**src/rtl/shift_pkg.sv**
```systemverilog
// Shared definitions for the universal shift register.
//   sr_mode_e    : 3-bit operation code applied on each step
//   is_shift_op  : true for the four modes that advance the frame counter
package shift_pkg;

    typedef enum logic [2:0] {
        SR_HOLD = 3'b000,
        SR_SHL  = 3'b001,
        SR_SHR  = 3'b010,
        SR_ROL  = 3'b011,
        SR_ROR  = 3'b100,
        SR_LOAD = 3'b101,
        SR_CLR  = 3'b110,
        SR_RSVD = 3'b111
    } sr_mode_e;

    function automatic logic is_shift_op(input sr_mode_e m);
        return (m == SR_SHL) || (m == SR_SHR) || (m == SR_ROL) || (m == SR_ROR);
    endfunction

endpackage

```
**src/rtl/btn_debounce.sv**
```systemverilog
// Button conditioning: two-FF synchroniser, stability debouncer and rising-edge pulse.
//   i_clk    : system clock
//   i_rst    : synchronous active-high reset; discards any partially debounced press
//   i_btn    : raw asynchronous button
//   o_rise   : one-cycle pulse when the debounced level goes 0 -> 1
module btn_debounce #(
    parameter int unsigned DEBOUNCE_CYCLES = 1_000_000
) (
    input  logic i_clk,
    input  logic i_rst,
    input  logic i_btn,
    output logic o_rise
);

    localparam int unsigned CntW = (DEBOUNCE_CYCLES > 1) ? $clog2(DEBOUNCE_CYCLES) : 1;
    localparam logic [CntW-1:0] CntMax = CntW'(DEBOUNCE_CYCLES - 1);

    logic [1:0]      r_sync;
    logic            r_level;
    logic            r_level_prev;
    logic [CntW-1:0] r_cnt;

    always_ff @(posedge i_clk) begin
        if (i_rst) begin
            r_sync       <= 2'b00;
            r_level      <= 1'b0;
            r_level_prev <= 1'b0;
            r_cnt        <= '0;
        end else begin
            r_sync       <= {r_sync[0], i_btn};
            r_level_prev <= r_level;
            // Count consecutive cycles of disagreement; any agreement restarts the count.
            if (r_sync[1] == r_level) begin
                r_cnt <= '0;
            end else if (r_cnt == CntMax) begin
                r_level <= r_sync[1];
                r_cnt   <= '0;
            end else begin
                r_cnt <= r_cnt + CntW'(1);
            end
        end
    end

    assign o_rise = r_level & ~r_level_prev;

endmodule

```
**src/rtl/shift_register_universal.sv**
```systemverilog
// Universal shift register stepped either by a debounced button or a free-running prescaler.
//   i_clk          : system clock
//   i_rst          : synchronous active-high reset
//   i_btn          : raw step button
//   i_auto_en      : 1 = step on prescaler tick (button ignored), 0 = step on button press
//   i_mode         : operation applied on each step (see shift_pkg::sr_mode_e)
//   i_serial_in    : bit entering on shift operations
//   i_par_in       : parallel load value
//   o_q            : register contents
//   o_serial_out   : last bit shifted or rotated out
//   o_frame_done   : one-cycle pulse when WIDTH shift/rotate steps have completed
module shift_register_universal
    import shift_pkg::*;
#(
    parameter int unsigned WIDTH           = 8,
    parameter int unsigned DEBOUNCE_CYCLES = 1_000_000,
    parameter int unsigned TICK_DIV        = 50_000_000
) (
    input  logic             i_clk,
    input  logic             i_rst,
    input  logic             i_btn,
    input  logic             i_auto_en,
    input  logic [2:0]       i_mode,
    input  logic             i_serial_in,
    input  logic [WIDTH-1:0] i_par_in,
    output logic [WIDTH-1:0] o_q,
    output logic             o_serial_out,
    output logic             o_frame_done
);

    localparam int unsigned TickW = $clog2(TICK_DIV);
    localparam int unsigned FcW   = $clog2(WIDTH);
    localparam logic [TickW-1:0] TickMax = TickW'(TICK_DIV - 1);
    localparam logic [FcW-1:0]   FcMax   = FcW'(WIDTH - 1);

    logic             w_btn_rise;
    logic             w_tick;
    logic             w_step;
    sr_mode_e         w_mode;

    logic [TickW-1:0] r_tick_cnt;
    logic [WIDTH-1:0] r_q;
    logic             r_serial_out;
    logic             r_frame_done;
    logic [FcW-1:0]   r_fc;

    btn_debounce #(
        .DEBOUNCE_CYCLES (DEBOUNCE_CYCLES)
    ) u_btn_debounce (
        .i_clk  (i_clk),
        .i_rst  (i_rst),
        .i_btn  (i_btn),
        .o_rise (w_btn_rise)
    );

    // Prescaler free-runs regardless of i_auto_en so toggling the source keeps its phase.
    always_ff @(posedge i_clk) begin
        if (i_rst) begin
            r_tick_cnt <= '0;
        end else if (r_tick_cnt == TickMax) begin
            r_tick_cnt <= '0;
        end else begin
            r_tick_cnt <= r_tick_cnt + TickW'(1);
        end
    end

    assign w_tick = (r_tick_cnt == TickMax);
    assign w_step = i_auto_en ? w_tick : w_btn_rise;
    assign w_mode = sr_mode_e'(i_mode);

    always_ff @(posedge i_clk) begin
        if (i_rst) begin
            r_q          <= '0;
            r_serial_out <= 1'b0;
            r_frame_done <= 1'b0;
            r_fc         <= '0;
        end else begin
            r_frame_done <= 1'b0;
            if (w_step) begin
                case (w_mode)
                    SR_SHL: begin
                        r_q          <= {r_q[WIDTH-2:0], i_serial_in};
                        r_serial_out <= r_q[WIDTH-1];
                    end
                    SR_SHR: begin
                        r_q          <= {i_serial_in, r_q[WIDTH-1:1]};
                        r_serial_out <= r_q[0];
                    end
                    SR_ROL: begin
                        r_q          <= {r_q[WIDTH-2:0], r_q[WIDTH-1]};
                        r_serial_out <= r_q[WIDTH-1];
                    end
                    SR_ROR: begin
                        r_q          <= {r_q[0], r_q[WIDTH-1:1]};
                        r_serial_out <= r_q[0];
                    end
                    SR_LOAD: begin
                        r_q  <= i_par_in;
                        r_fc <= '0;
                    end
                    SR_CLR: begin
                        r_q  <= '0;
                        r_fc <= '0;
                    end
                    default: begin
                        // SR_HOLD and SR_RSVD leave everything unchanged.
                    end
                endcase

                if (is_shift_op(w_mode)) begin
                    if (r_fc == FcMax) begin
                        r_fc         <= '0;
                        r_frame_done <= 1'b1;
                    end else begin
                        r_fc <= r_fc + FcW'(1);
                    end
                end
            end
        end
    end

    assign o_q          = r_q;
    assign o_serial_out = r_serial_out;
    assign o_frame_done = r_frame_done;

endmodule

```
**config.mk**
```make
export PLATFORM = sky130hd
export DESIGN_NAME = shift_register_universal
export DESIGN_NICKNAME = d
export VERILOG_FILES = /design/src/rtl/shift_pkg.sv /design/src/rtl/btn_debounce.sv /design/src/rtl/shift_register_universal.sv
export SDC_FILE = /design/constraint.sdc
export NUM_CORES = 1
export LEC_CHECK = 0
export BUFFER_PORTS_ARGS = -buffer_cell sky130_fd_sc_hd__buf_2
export CORE_AREA = 2 2 79 100
export DETAILED_ROUTE_END_ITERATION = 8
export DIE_AREA = 0 0 81 102
export SKIP_CTS_REPAIR_TIMING = 1
export SYNTH_ARGS = -nofsm -noshare
export SYNTH_HDL_FRONTEND = slang
export SYNTH_SLANG_ARGS = --single-unit
```
**constraint.sdc**
```tcl
create_clock -name i_clk -period 1.97 [get_ports i_clk]
set_clock_uncertainty 0.05 [all_clocks]
set_input_delay 0.2955 -clock i_clk [delete_from_list [all_inputs] [get_ports i_clk]]
set_output_delay 0.2955 -clock i_clk [all_outputs]
set_load 0.1 [all_outputs]
```
Word-level counts from Yosys, hierarchy flattened:

Cells that the tools add are included.

* add/sub/neg operators: 3
* multiply operators: 0
* reduce and logical (&&, ||, !) cells: 16
* shift-type cells: 0
* muxes and demuxes: 7
* bitwise logic cells: 5
* divide/modulo/power cells: 0
* equality and inequality tests: 10
* magnitude comparators: 0

Operators by type and width (count)
* one-hot mux 8 bit (6 select lines): 1
* adder 26 x 1 -> 26 bit, second input constant: 1
* == test 26 bit, second input constant: 1
* adder 20 x 1 -> 20 bit, second input constant: 1
* == test 20 bit, second input constant: 1
* == test 3 bit, second input constant: 4
* two-way mux 3 bit: 3
* AND reduction 2 bit: 4
* OR reduction 2 bit: 4
* == test 3 x 2 -> 1 bit, second input constant: 2
* nonzero test 6 bit: 1
* OR reduction 3 bit: 2
* inverter 1 bit: 4
* nonzero test 2 bit: 2
* adder 3 x 1 -> 3 bit, second input constant: 1
* == test 3 x 1 -> 1 bit, second input constant: 1
* logical OR 1 bit: 3
* two-way mux 1 bit: 2
* one-hot mux 1 bit (2 select lines): 1
* AND 1 bit: 1
* == test 1 bit: 1

* memories: 0
* bits in registers: 63
* ROM bits: 0
* RAM bits: 0
* word-level logic and storage cells: 50
* latch bits: 0

Logic depth before layout (Yosys ltp):

* word-level depth: 6
* mapped depth: 7
* mapped depth without buffers: 6

Cells and area by module:

From an unflattened synthesis, not the netlist that was laid out.

* cells, all modules: 337
* area total of the unflattened synthesis: 2981.6 sq um

Modules (own cells, without submodules)
* shift_register_universal: cells each 220, times used 1, area an instance 1924.3 sq um
* btn_debounce: cells each 117, times used 1, area an instance 1057.3 sq um

Least setup slack after synthesis:

Ideal clock, no wire load.

* path kind: register to register
* start point: register r_tick_cnt[0]
* end point: register r_fc[1]
* required time: 1803 ps
* cell stages (with the launch flop): 8
* path buffers: 1
* data arrival time: 1968 ps
* slack: -165 ps
* path through: dfxtp_1 ha_1 nand3_2 or4_1 o21a_1 or2_1 buf_6 a32o_1

* cells in the longest elaborated chain, start to end: 3

RTL lines
* from (decl): RTL line shift_register_universal.sv:41 `logic [TickW-1:0] r_tick_cnt;`
* from (signal assigned): RTL line shift_register_universal.sv:63 `r_tick_cnt <= r_tick_cnt + TickW'(1);`
* == test 26 bit: RTL line shift_register_universal.sv:67 `assign w_tick = (r_tick_cnt == TickMax);`
* two-way mux 1 bit: RTL line shift_register_universal.sv:68 `assign w_step = i_auto_en ? w_tick : w_btn_rise;`
* AND reduction 2 bit (no source line)
* to (signal assigned): RTL line shift_register_universal.sv:115 `r_fc <= r_fc + FcW'(1);`
* to (decl): RTL line shift_register_universal.sv:45 `logic [FcW-1:0] r_fc;`

No other way between the ends.
A chain may end at the register's enable or synchronous reset.

Final worst setup path:

* start point: register r_tick_cnt[0]
* end point: register r_serial_out, in the netlist o_serial_out

* cells in the longest elaborated chain, start to end: 3

RTL lines
* == test 26 bit: RTL line shift_register_universal.sv:67
* two-way mux 1 bit: RTL line shift_register_universal.sv:68
* AND reduction 2 bit (no source line)
* to (signal assigned): RTL line shift_register_universal.sv:83 `r_serial_out <= r_q[WIDTH-1];`
* to (signal assigned): RTL line shift_register_universal.sv:87 `r_serial_out <= r_q[0];`
* to (signal assigned): RTL line shift_register_universal.sv:91 `r_serial_out <= r_q[WIDTH-1];`
* to (decl): RTL line shift_register_universal.sv:43 `logic r_serial_out;`

No other way between the ends.

==> impl_metrics.toml <==
[cts]
cts_sinks = 63
cts_made_buffers = 9
clk_latency_ns = 0.33
clock_path_buffers = 2
tritoncts = "done"
cts_root_buf = "clkbuf_8"
clkTransAtPathRegs_ns = 0.07
htree_levels = 3

[power_and_ir_drop]
leakagePower_nw = 1.35
clkPwrFrac = 0.404
pwr-share-seq = 0.547
power_mw = 2.36
power_frac_comb = 0.050
switching_share = 0.233
power.internal_mw = 1.81
power_density_nw_per_um2 = 670
peakVddDrop_mv = 0.483
power_switching_mw = 0.548

[detailed_routing]
first_pass_iters = 5
drc_errors = 0
drt_iter0_drc = 82
via_per_inst = 5.13
vias = 2412
wl_mm = 5.86
ant_nets = 0
wire_per_inst_um = 12.5

[floorplan]
start_util = 0.391
core-area_sq_um = 7270
io_pins = 26
dieArea_sq_um = 8260
chipWidth_um = 81
core.rowCount = 35
die_height_um = 102

[timing]
hold_violations = 0
layout_min_cycle_time_ns = 2.01
grt_setup_unrepaired = "yes"
final.period_utilization = 1.02
fmax_ghz = 0.497
worst_slack_ns = -0.0408
fin_tns_setup_ns = -0.0757
slew_violations = 0
max_slew.worst_pin.slew_ns = 0.482
whs_ns = 0.132
finalSetupViolations = 3
slew_headroom = 0.678

[yosys]
yosysSeqAreaShare = 0.443
synthSimpleGateAreaFrac = 0.265
async_reset_ff_frac = 0
syn_avg_cell_area_sq_um = 8.92
ys_types = 38
synthAdderAreaFrac = 0.0176
synth-xor-area-share = 0.132
synthFlopType = "dfxtp_1"
synth_top_family_by_area = "simple AND/OR/NAND/NOR gates"
syn_area_sq_um = 2850
synth_seq_cells = 63
synth_compound_area_frac = 0.0941
synthMuxAreaShare = 0.0141
synth_edf_count = 0
syn_inst = 319
yosysWarnings = 0
syn_nets = 339

[grt]
track_usage = 0.155
grt_max_degree = 21
antenna_found_initial = 0
grt_pass1_vias = 2327
overflow = 0
grt_pass1_wl_mm = 10.1

[placed_design]
dp_hpwl_mm = 4.17
io_buffer_count = 25
place_ws_ns = -0.151
routabilityCongestion = 0.746
placed_area_sq_um = 3300
dp_cells = 452

[cells_and_area]
nets = 394
drive_gt1_frac = 0.230
instances_no_fill = 470
design_area_sq_um = 3520
n_antenna_cell = 0
fin_util = 0.484
syn2layout_area_growth_pct = 23.7

[critical_path]
critPathLaunchType = "flip-flop"
path_max_fanout = 6
critical_path_arrival_ns = 2.23
worstSetupPathType = "flip-flop to flip-flop"
reg2reg_depth = 7
required_ns = 2.19
worstSetupEndpointType = "flip-flop"

[run]
max-cap-violations = 0

[status]
violations = "negative setup slack"
outcome = "finished, violations left"

[worst_hold_path]
whs_path_depth = 2
hold_path_class = "primary input to flip-flop"
power by group through the flow:
stage | Sequential (mW) | Clock [mW] | Combinational [mW]
after global placement | 1.32 | 0 | 0.111
final | 1.29 | 0.952 | 0.117
after floorplan | 1.32 | 0 | 0.0677
after global routing | 1.29 | 1.05 | 0.134
after detailed placement | 1.32 | 0 | 0.115
after CTS | 1.29 | 0.993 | 0.116
placed cells by master, fill, tap and decap left out, drive strengths merged, types with 5 or more instances in the layout:
| cell type | synthesis | final |
|---|---|---|
| nand4 | 11 | 11 |
| xor2 | 29 | 29 |
| a222oi | 6 | 6 |
| inv | 8 | 8 |
| and3 | 9 | 9 |
| nand2 | 17 | 17 |
| nor3 | 8 | 8 |
| dfxtp | 63 | 63 |
| a21oi | 5 | 5 |
| nor4 | 13 | 13 |
| nor2 | 54 | 54 |
| a31o | 7 | 7 |
| xnor2 | 14 | 14 |
| nand3 | 18 | 18 |
| buf | 2 | 58 |
| clkbuf | 13 | 11 |
kinds of logic after synthesis:
family / count (synthesis)
buffers and inverters: 23
xor gates and xnor gates: 43
and+or+nand+nor: 150
DFF: 63
AOI/OAI and AO/OA: 32
muxes: 4
adders and majority gates: 4
synth_stat cells, drive strengths merged (2+ instances only):
master  number  share of area
nand2b       2         0.0044
a31o         7          0.022
buf          2         0.0057
ha           4          0.018
nand4       11          0.024
nor4        13          0.029
inv          8          0.011
o32ai        2         0.0062
dfxtp       63           0.44
a21oi        5         0.0088
nor3         8          0.014
nand2       17          0.022
xor2        29          0.089
or4          2         0.0053
and3         9          0.020
nor2b        3         0.0066
o21ai        4         0.0070
mux2i        4          0.014
nor2        54          0.071
nand3       18          0.035
xnor2       14          0.043
o41ai        2          0.011
a32o         2         0.0070
and2         3         0.0066
or3          4         0.0088
clkbuf      13          0.017
a222oi       6          0.021
and4         3         0.0092
layout make-up:
type / count / area [sq um]
Clock buffer: 11 / 141
Clock inverter: 4 / 22.5
Fill cell: 727 / 3750
Inverter: 8 / 30.0
Multi-Input combinational cell: 234 / 1560
Sequential cell: 63 / 1260
Tap cell: 92 / 115
Timing Repair Buffer: 58 / 387
final timing paths:
path	to	startpoint	slack, ns
setup / recovery	o_serial_out$_SDFFE_PP0P_	r_tick_cnt[0]$_SDFF_PP0_	-0.04
hold / removal	u_btn_debounce.r_sync[0]$_SDFF_PP0_	i_btn	0.13
setup reg to reg	o_serial_out$_SDFFE_PP0P_	r_tick_cnt[0]$_SDFF_PP0_	-0.04
hold reg to reg	u_btn_debounce.r_cnt[0]$_SDFF_PP0_	u_btn_debounce.r_cnt[0]$_SDFF_PP0_	0.40
routing by layer:
metal  vias to the layer above  track usage  part of all wire
li1                       1232            -                 -
met1                      1145        0.186              0.45
met2                        26        0.262              0.50
met3                         9       0.0415             0.028
met4                         0       0.0639             0.016
met5                         -            0                 0
state kept, by name, summed over array words and instances (netlist names):
register / count
u_btn_debounce.r_level_prev: 1
u_btn_debounce.r_sync: 2
u_btn_debounce.r_level: 1
r_tick_cnt: 26
o_serial_out: 1
o_frame_done: 1
r_fc: 3
o_q: 8
u_btn_debounce.r_cnt: 20
critical path, cell delays in order, from the launching register on:
cell and delay [ns]:
dfxtp_2 0.35, ha_4 0.15, nand3_4 0.07, or4_4 0.48, o21a_4 0.24, buf_6 0.13
or3_1 0.36, a21oi_1 0.11
(Power assumes the default switching activity.)
